$ cat config.mk
export PLATFORM = sky130hd
export DESIGN_NAME = buffer_edge_counter
export DESIGN_NICKNAME = d
export VERILOG_FILES = /design/src/rtl/buffer_pkg.sv /design/src/rtl/buffer_edge_counter_sync2.sv /design/src/rtl/buffer_edge_counter.sv
export SDC_FILE = /design/constraint.sdc
export NUM_CORES = 1
export LEC_CHECK = 0
export CAP_MARGIN = 20
export CORE_MARGIN = 3
export CORE_UTILIZATION = 29
export DETAILED_ROUTE_END_ITERATION = 16
export PLACE_DENSITY_LB_ADDON = 0.1
export SLEW_MARGIN = 25
export SYNTH_ARGS = -nofsm -noshare
export SYNTH_HDL_FRONTEND = slang
export SYNTH_SLANG_ARGS = --single-unit
export TNS_END_PERCENT = 5
$ cat constraint.sdc
create_clock -name clk -period 1.8 [get_ports clk]
set_input_delay 0.27 -clock clk [delete_from_list [all_inputs] [get_ports clk]]
set_output_delay 0.27 -clock clk [all_outputs]
set_load 0.02 [all_outputs]
$ cat src/rtl/buffer_pkg.sv
// Shared types and constants for the buffered-level debouncer and edge counter.
package buffer_pkg;

  typedef enum logic [1:0] {
    IDLE_LOW  = 2'd0,
    WAIT_HIGH = 2'd1,
    IDLE_HIGH = 2'd2,
    WAIT_LOW  = 2'd3
  } dbnc_state_t;

  localparam int unsigned SYNC_STAGES = 2;

endpackage

$ cat src/rtl/buffer_edge_counter_sync2.sv
// Two-flop synchroniser for a single asynchronous level; synchronous active-low reset to 0.
module sync2
  import buffer_pkg::*;
(
  input  logic clk,
  input  logic rst_n,
  input  logic d,
  output logic q
);

  logic [SYNC_STAGES-1:0] chain_q;
  logic [SYNC_STAGES-1:0] chain_d;

  always_comb begin
    chain_d = {chain_q[SYNC_STAGES-2:0], d};
  end

  always_ff @(posedge clk) begin
    if (!rst_n) begin
      chain_q <= '0;
    end else begin
      chain_q <= chain_d;
    end
  end

  assign q = chain_q[SYNC_STAGES-1];

endmodule

$ cat src/rtl/buffer_edge_counter.sv
// Synchronise, debounce and edge-detect a buffered level; saturating rise counter.
// Optional fall counter enabled by defining FALL_COUNT_EN.
module buffer_edge_counter
  import buffer_pkg::*;
#(
  parameter int unsigned STABLE_CYCLES = 4,
  parameter int unsigned CNT_W         = 8
) (
  input  logic             clk,
  input  logic             rst_n,
  input  logic             s_in,
  input  logic             clr,
  output logic             level,
  output logic             rise_pulse,
  output logic             fall_pulse,
  output logic [CNT_W-1:0] rise_count,
  output logic             sat
`ifdef FALL_COUNT_EN
  ,
  output logic [CNT_W-1:0] fall_count
`endif
);

  localparam int unsigned      STAB_W  = $clog2(STABLE_CYCLES + 1);
  localparam logic [STAB_W-1:0] STAB_LAST = STAB_W'(STABLE_CYCLES - 1);
  localparam logic [CNT_W-1:0]  CNT_MAX = '1;

  logic sync_q;

  sync2 u_sync2 (
    .clk   (clk),
    .rst_n (rst_n),
    .d     (s_in),
    .q     (sync_q)
  );

  dbnc_state_t       state_q, state_d;
  logic [STAB_W-1:0] stab_cnt_q, stab_cnt_d;
  logic              level_q, level_d;
  logic              rise_pulse_q, rise_pulse_d;
  logic              fall_pulse_q, fall_pulse_d;
  logic [CNT_W-1:0]  rise_count_q, rise_count_d;
  logic              sat_q, sat_d;

  // Debounce FSM: a change must persist STABLE_CYCLES synced samples to be accepted.
  always_comb begin
    state_d      = state_q;
    stab_cnt_d   = stab_cnt_q;
    rise_pulse_d = 1'b0;
    fall_pulse_d = 1'b0;
    unique case (state_q)
      IDLE_LOW: begin
        if (sync_q) begin
          if (STABLE_CYCLES == 1) begin
            state_d      = IDLE_HIGH;
            rise_pulse_d = 1'b1;
          end else begin
            state_d    = WAIT_HIGH;
            stab_cnt_d = STAB_W'(1);
          end
        end
      end
      WAIT_HIGH: begin
        if (!sync_q) begin
          state_d    = IDLE_LOW;
          stab_cnt_d = '0;
        end else if (stab_cnt_q == STAB_LAST) begin
          state_d      = IDLE_HIGH;
          stab_cnt_d   = '0;
          rise_pulse_d = 1'b1;
        end else begin
          stab_cnt_d = stab_cnt_q + STAB_W'(1);
        end
      end
      IDLE_HIGH: begin
        if (!sync_q) begin
          if (STABLE_CYCLES == 1) begin
            state_d      = IDLE_LOW;
            fall_pulse_d = 1'b1;
          end else begin
            state_d    = WAIT_LOW;
            stab_cnt_d = STAB_W'(1);
          end
        end
      end
      WAIT_LOW: begin
        if (sync_q) begin
          state_d    = IDLE_HIGH;
          stab_cnt_d = '0;
        end else if (stab_cnt_q == STAB_LAST) begin
          state_d      = IDLE_LOW;
          stab_cnt_d   = '0;
          fall_pulse_d = 1'b1;
        end else begin
          stab_cnt_d = stab_cnt_q + STAB_W'(1);
        end
      end
      default: begin
        state_d    = IDLE_LOW;
        stab_cnt_d = '0;
      end
    endcase
    level_d = (state_d == IDLE_HIGH) || (state_d == WAIT_LOW);
  end

  // Clear first, then count the pulse of the current cycle, holding at max.
  always_comb begin
    rise_count_d = clr ? '0 : rise_count_q;
    if (rise_pulse_q && (rise_count_d != CNT_MAX)) begin
      rise_count_d = rise_count_d + CNT_W'(1);
    end
    sat_d = (rise_count_d == CNT_MAX);
  end

  always_ff @(posedge clk) begin
    if (!rst_n) begin
      state_q      <= IDLE_LOW;
      stab_cnt_q   <= '0;
      level_q      <= 1'b0;
      rise_pulse_q <= 1'b0;
      fall_pulse_q <= 1'b0;
      rise_count_q <= '0;
      sat_q        <= 1'b0;
    end else begin
      state_q      <= state_d;
      stab_cnt_q   <= stab_cnt_d;
      level_q      <= level_d;
      rise_pulse_q <= rise_pulse_d;
      fall_pulse_q <= fall_pulse_d;
      rise_count_q <= rise_count_d;
      sat_q        <= sat_d;
    end
  end

  assign level      = level_q;
  assign rise_pulse = rise_pulse_q;
  assign fall_pulse = fall_pulse_q;
  assign rise_count = rise_count_q;
  assign sat        = sat_q;

`ifdef FALL_COUNT_EN
  logic [CNT_W-1:0] fall_count_q, fall_count_d;

  always_comb begin
    fall_count_d = clr ? '0 : fall_count_q;
    if (fall_pulse_q && (fall_count_d != CNT_MAX)) begin
      fall_count_d = fall_count_d + CNT_W'(1);
    end
  end

  always_ff @(posedge clk) begin
    if (!rst_n) begin
      fall_count_q <= '0;
    end else begin
      fall_count_q <= fall_count_d;
    end
  end

  assign fall_count = fall_count_q;
`endif

endmodule

==> results.json <==
{
  "end_kind": "output port",
  "required_ns": 1.53,
  "place_ws_ns": 0.247,
  "max_freq_ghz": 0.595,
  "path_cells": "clkdlybuf4s50_1",
  "gp_congestion": 0.689,
  "final_cells": 125,
  "htree_levels": 1,
  "grt_use_total": 0.0992,
  "cts_made_buffers": 3,
  "min-delay-path-class": "reg2reg",
  "dieArea_sq_um": 3460,
  "drt_iter0_drc": 15,
  "p_leak_nw": 0.367,
  "grt_pass1_wl_microns": 2590,
  "ys_ff_latch": 18,
  "irDropWorstVdd_mv": 0.515,
  "avgSynthCellArea_sq_um": 10.5,
  "placed_cells": 121,
  "post-cts-setup-buffers": 0,
  "critical_path_peak_fanout": 6,
  "antenna_left": 0,
  "numPortBuffers": 15,
  "grt_max_degree": 11,
  "critical_path.max_stage_delay_ns": 0.65,
  "core_sq_um": 2570,
  "wl_microns": 1580,
  "routed-wl-met3_microns": 97,
  "areaGrowthSynthToFinish_pct": 26.6,
  "critical_path_arrival_ns": 1.41,
  "dr.max_layer_used": "met4",
  "finalHoldViolCount": 0,
  "slowest_stage": "clkdlybuf4s50_1",
  "synth_area_sq_um": 808,
  "whs_ns": 0.442,
  "fin_ws_ns": 0.120,
  "ys_seq_area_frac": 0.446,
  "drt-wirelength-per-cell_microns": 12.6,
  "cts_root_buf": "clkbuf_4",
  "fillerInstances": 269,
  "cts.sinks": 18,
  "die_y_microns": 58.8,
  "fin_crit_sh": 0.933,
  "dr_wl_met2_microns": 656,
  "maxCapViolCount": 0,
  "vias": 653,
  "maxSlewHeadroom": 0.725,
  "final_max_slew_viol_count": 0,
  "dieWidth_microns": 58.8,
  "antenna_cells": 0,
  "status": "complete, no violations",
  "nets": 101,
  "initial_core_util": 0.315,
  "cts_tree": "yes",
  "setup_viol": 0,
  "yosysUniqueCellTypes": 37,
  "startpoint_type": "flop",
  "post-dp-hpwl_microns": 1140,
  "worstSetupPathType": "reg2out",
  "crit_buf_inv": 1,
  "drt-met1-wl_microns": 808,
  "ys_warn_count": 0,
  "setup_tns_ns": 0,
  "first_global_vias": 579,
  "worst_pin_slew_ns": 0.411,
  "p_per_area_nw_per_um2": 657,
  "drc": 0,
  "rsz0062_at_grt": "false",
  "vias_per_cell": 5.22,
  "firstDrtPassIters": 4,
  "cts_resized": 0,
  "grt_overflow": 0,
  "synthCells": 77,
  "clkTransAtPathRegs_ns": 0.10,
  "fp-row-count": 18,
  "antenna_found_initial": 0,
  "insertion_delay_ns": 0.29,
  "fin_crit_ns": 1.68,
  "io_pins": 16,
  "power_uw": 673,
  "synth_nets": 82,
  "ctsHoldBuffers": 0,
  "final_layout_size_suffix_gt1_frac": 0.168,
  "cts_buffer_depth": 2,
  "critical-path-top-delay-family": "buffers and inverters",
  "skew_ns": 0.00434
}
-- synth_stat cells --
cell,n,area [sq um]
dfxtp_1,18,360
a21oi_1,4,20.0
nor3b_1,4,30.0
a31oi_1,3,18.8
and4_1,3,26.3
nand2_1,3,11.3
nand2b_1,3,18.8
a211oi_2,2,25.0
and2_1,2,12.5
buf_4,2,15.0
nand3b_1,2,15.0
nand4_1,2,12.5
nand4b_1,2,17.5
nor2_1,2,7.51
nor2b_1,2,12.5
o21ai_0,2,10.0
a211oi_1,1,7.51
a21o_2,1,8.76
a41o_1,1,10.0
a41oi_1,1,8.76
a41oi_4,1,27.5
and2_2,1,7.51
and3_1,1,6.26
and4b_2,1,11.3
buf_6,1,11.3
clkbuf_2,1,5.00
ha_1,1,12.5
inv_1,1,3.75
mux2i_1,1,10.0
nand3_1,1,5.00
nor3_1,1,5.00
nor4_2,1,12.5
o2111a_2,1,12.5
o21a_1,1,7.51
o21bai_1,1,7.51
or2_2,1,6.26
xor2_1,1,8.76
-- final cells by class --
cell class	count	area, sq um	share of cell area
clock buffers	4	36.3	0.0355
inverters	1	3.75	0.00367
multi-input cells	54	413	0.403
flip-flops and latches	18	360	0.352
well taps	30	37.5	0.0367
repair buffers	18	173	0.169
-- where the power goes --
group | total, mW | switching (mW) | internal, mW | leakage (nW)
combinational | 0.0238 | 0.0106 | 0.0132 | 0.200
sequential | 0.405 | 0.00297 | 0.402 | 0.146
clock | 0.244 | 0.121 | 0.123 | 0.0210
total | 0.673 | 0.135 | 0.538 | 0.367
-- cell usage in the layout (no fill, tap or decap), types with 2 or more instances in the layout --
master and instances:
a31oi_1 3, a21oi_1 4, o21ai_0 2, and4_1 3, and2_1 2, nor2_1 2
nand2b_1 3, nor2b_1 2, nand4b_1 2, nor3b_1 4, nand4_1 2, a211oi_2 2
buf_4 3, dfxtp_1 18, clkdlybuf4s50_1 15, nand3b_1 2, nand2_1 3, clkbuf_4 3
-- kinds of logic (layout without fill, tap and decap cells) --
family,after synthesis,after routing,synth area share
flops,18,18,0.446
compound gates,19,19,0.203
xor+xnor,1,1,0.0108
mux,1,1,0.0124
simple gates,32,32,0.269
fa+ha+maj,1,1,0.0155
buf+inv,5,23,0.0433
-- registers in the layout, summed over array words and instances (netlist names) --
signal	count
sat	1
rise_count	8
fall_pulse	1
rise_pulse	1
u_sync2.chain_q	2
state_q	2
stab_cnt_q	3
-- metal layers --
layer | GRT usage | up-vias
li1 | - | 325
met1 | 0.135 | 306
met2 | 0.144 | 20
met3 | 0.0395 | 2
met4 | 0.0291 | 0
met5 | 0 | -
-- through the flow --
stage / util / instance area, sq um
2_1_floorplan: - / 808
3_3_place_gp: 0.385 / 987
3_5_place_dp: 0.385 / 987
4_1_cts: 0.399 / 1020
5_1_grt: 0.399 / 1020
6_report: 0.399 / 1020
-- worst paths after layout --
kind	startpoint	endpoint	slack (ns)	cells after the start
worst min-delay path	u_sync2.chain_q[0]$_SDFF_PN0_	u_sync2.chain_q[1]$_SDFF_PN0_	0.44	1
worst min register to register	u_sync2.chain_q[0]$_SDFF_PN0_	u_sync2.chain_q[1]$_SDFF_PN0_	0.44	1
worst max-delay path	rise_count[6]$_SDFF_PN0_	rise_count[6]	0.12	1
worst max register to register	rise_pulse$_SDFF_PN0_	rise_count[6]$_SDFF_PN0_	0.44	3
Power figures use the tool's default switching activity.
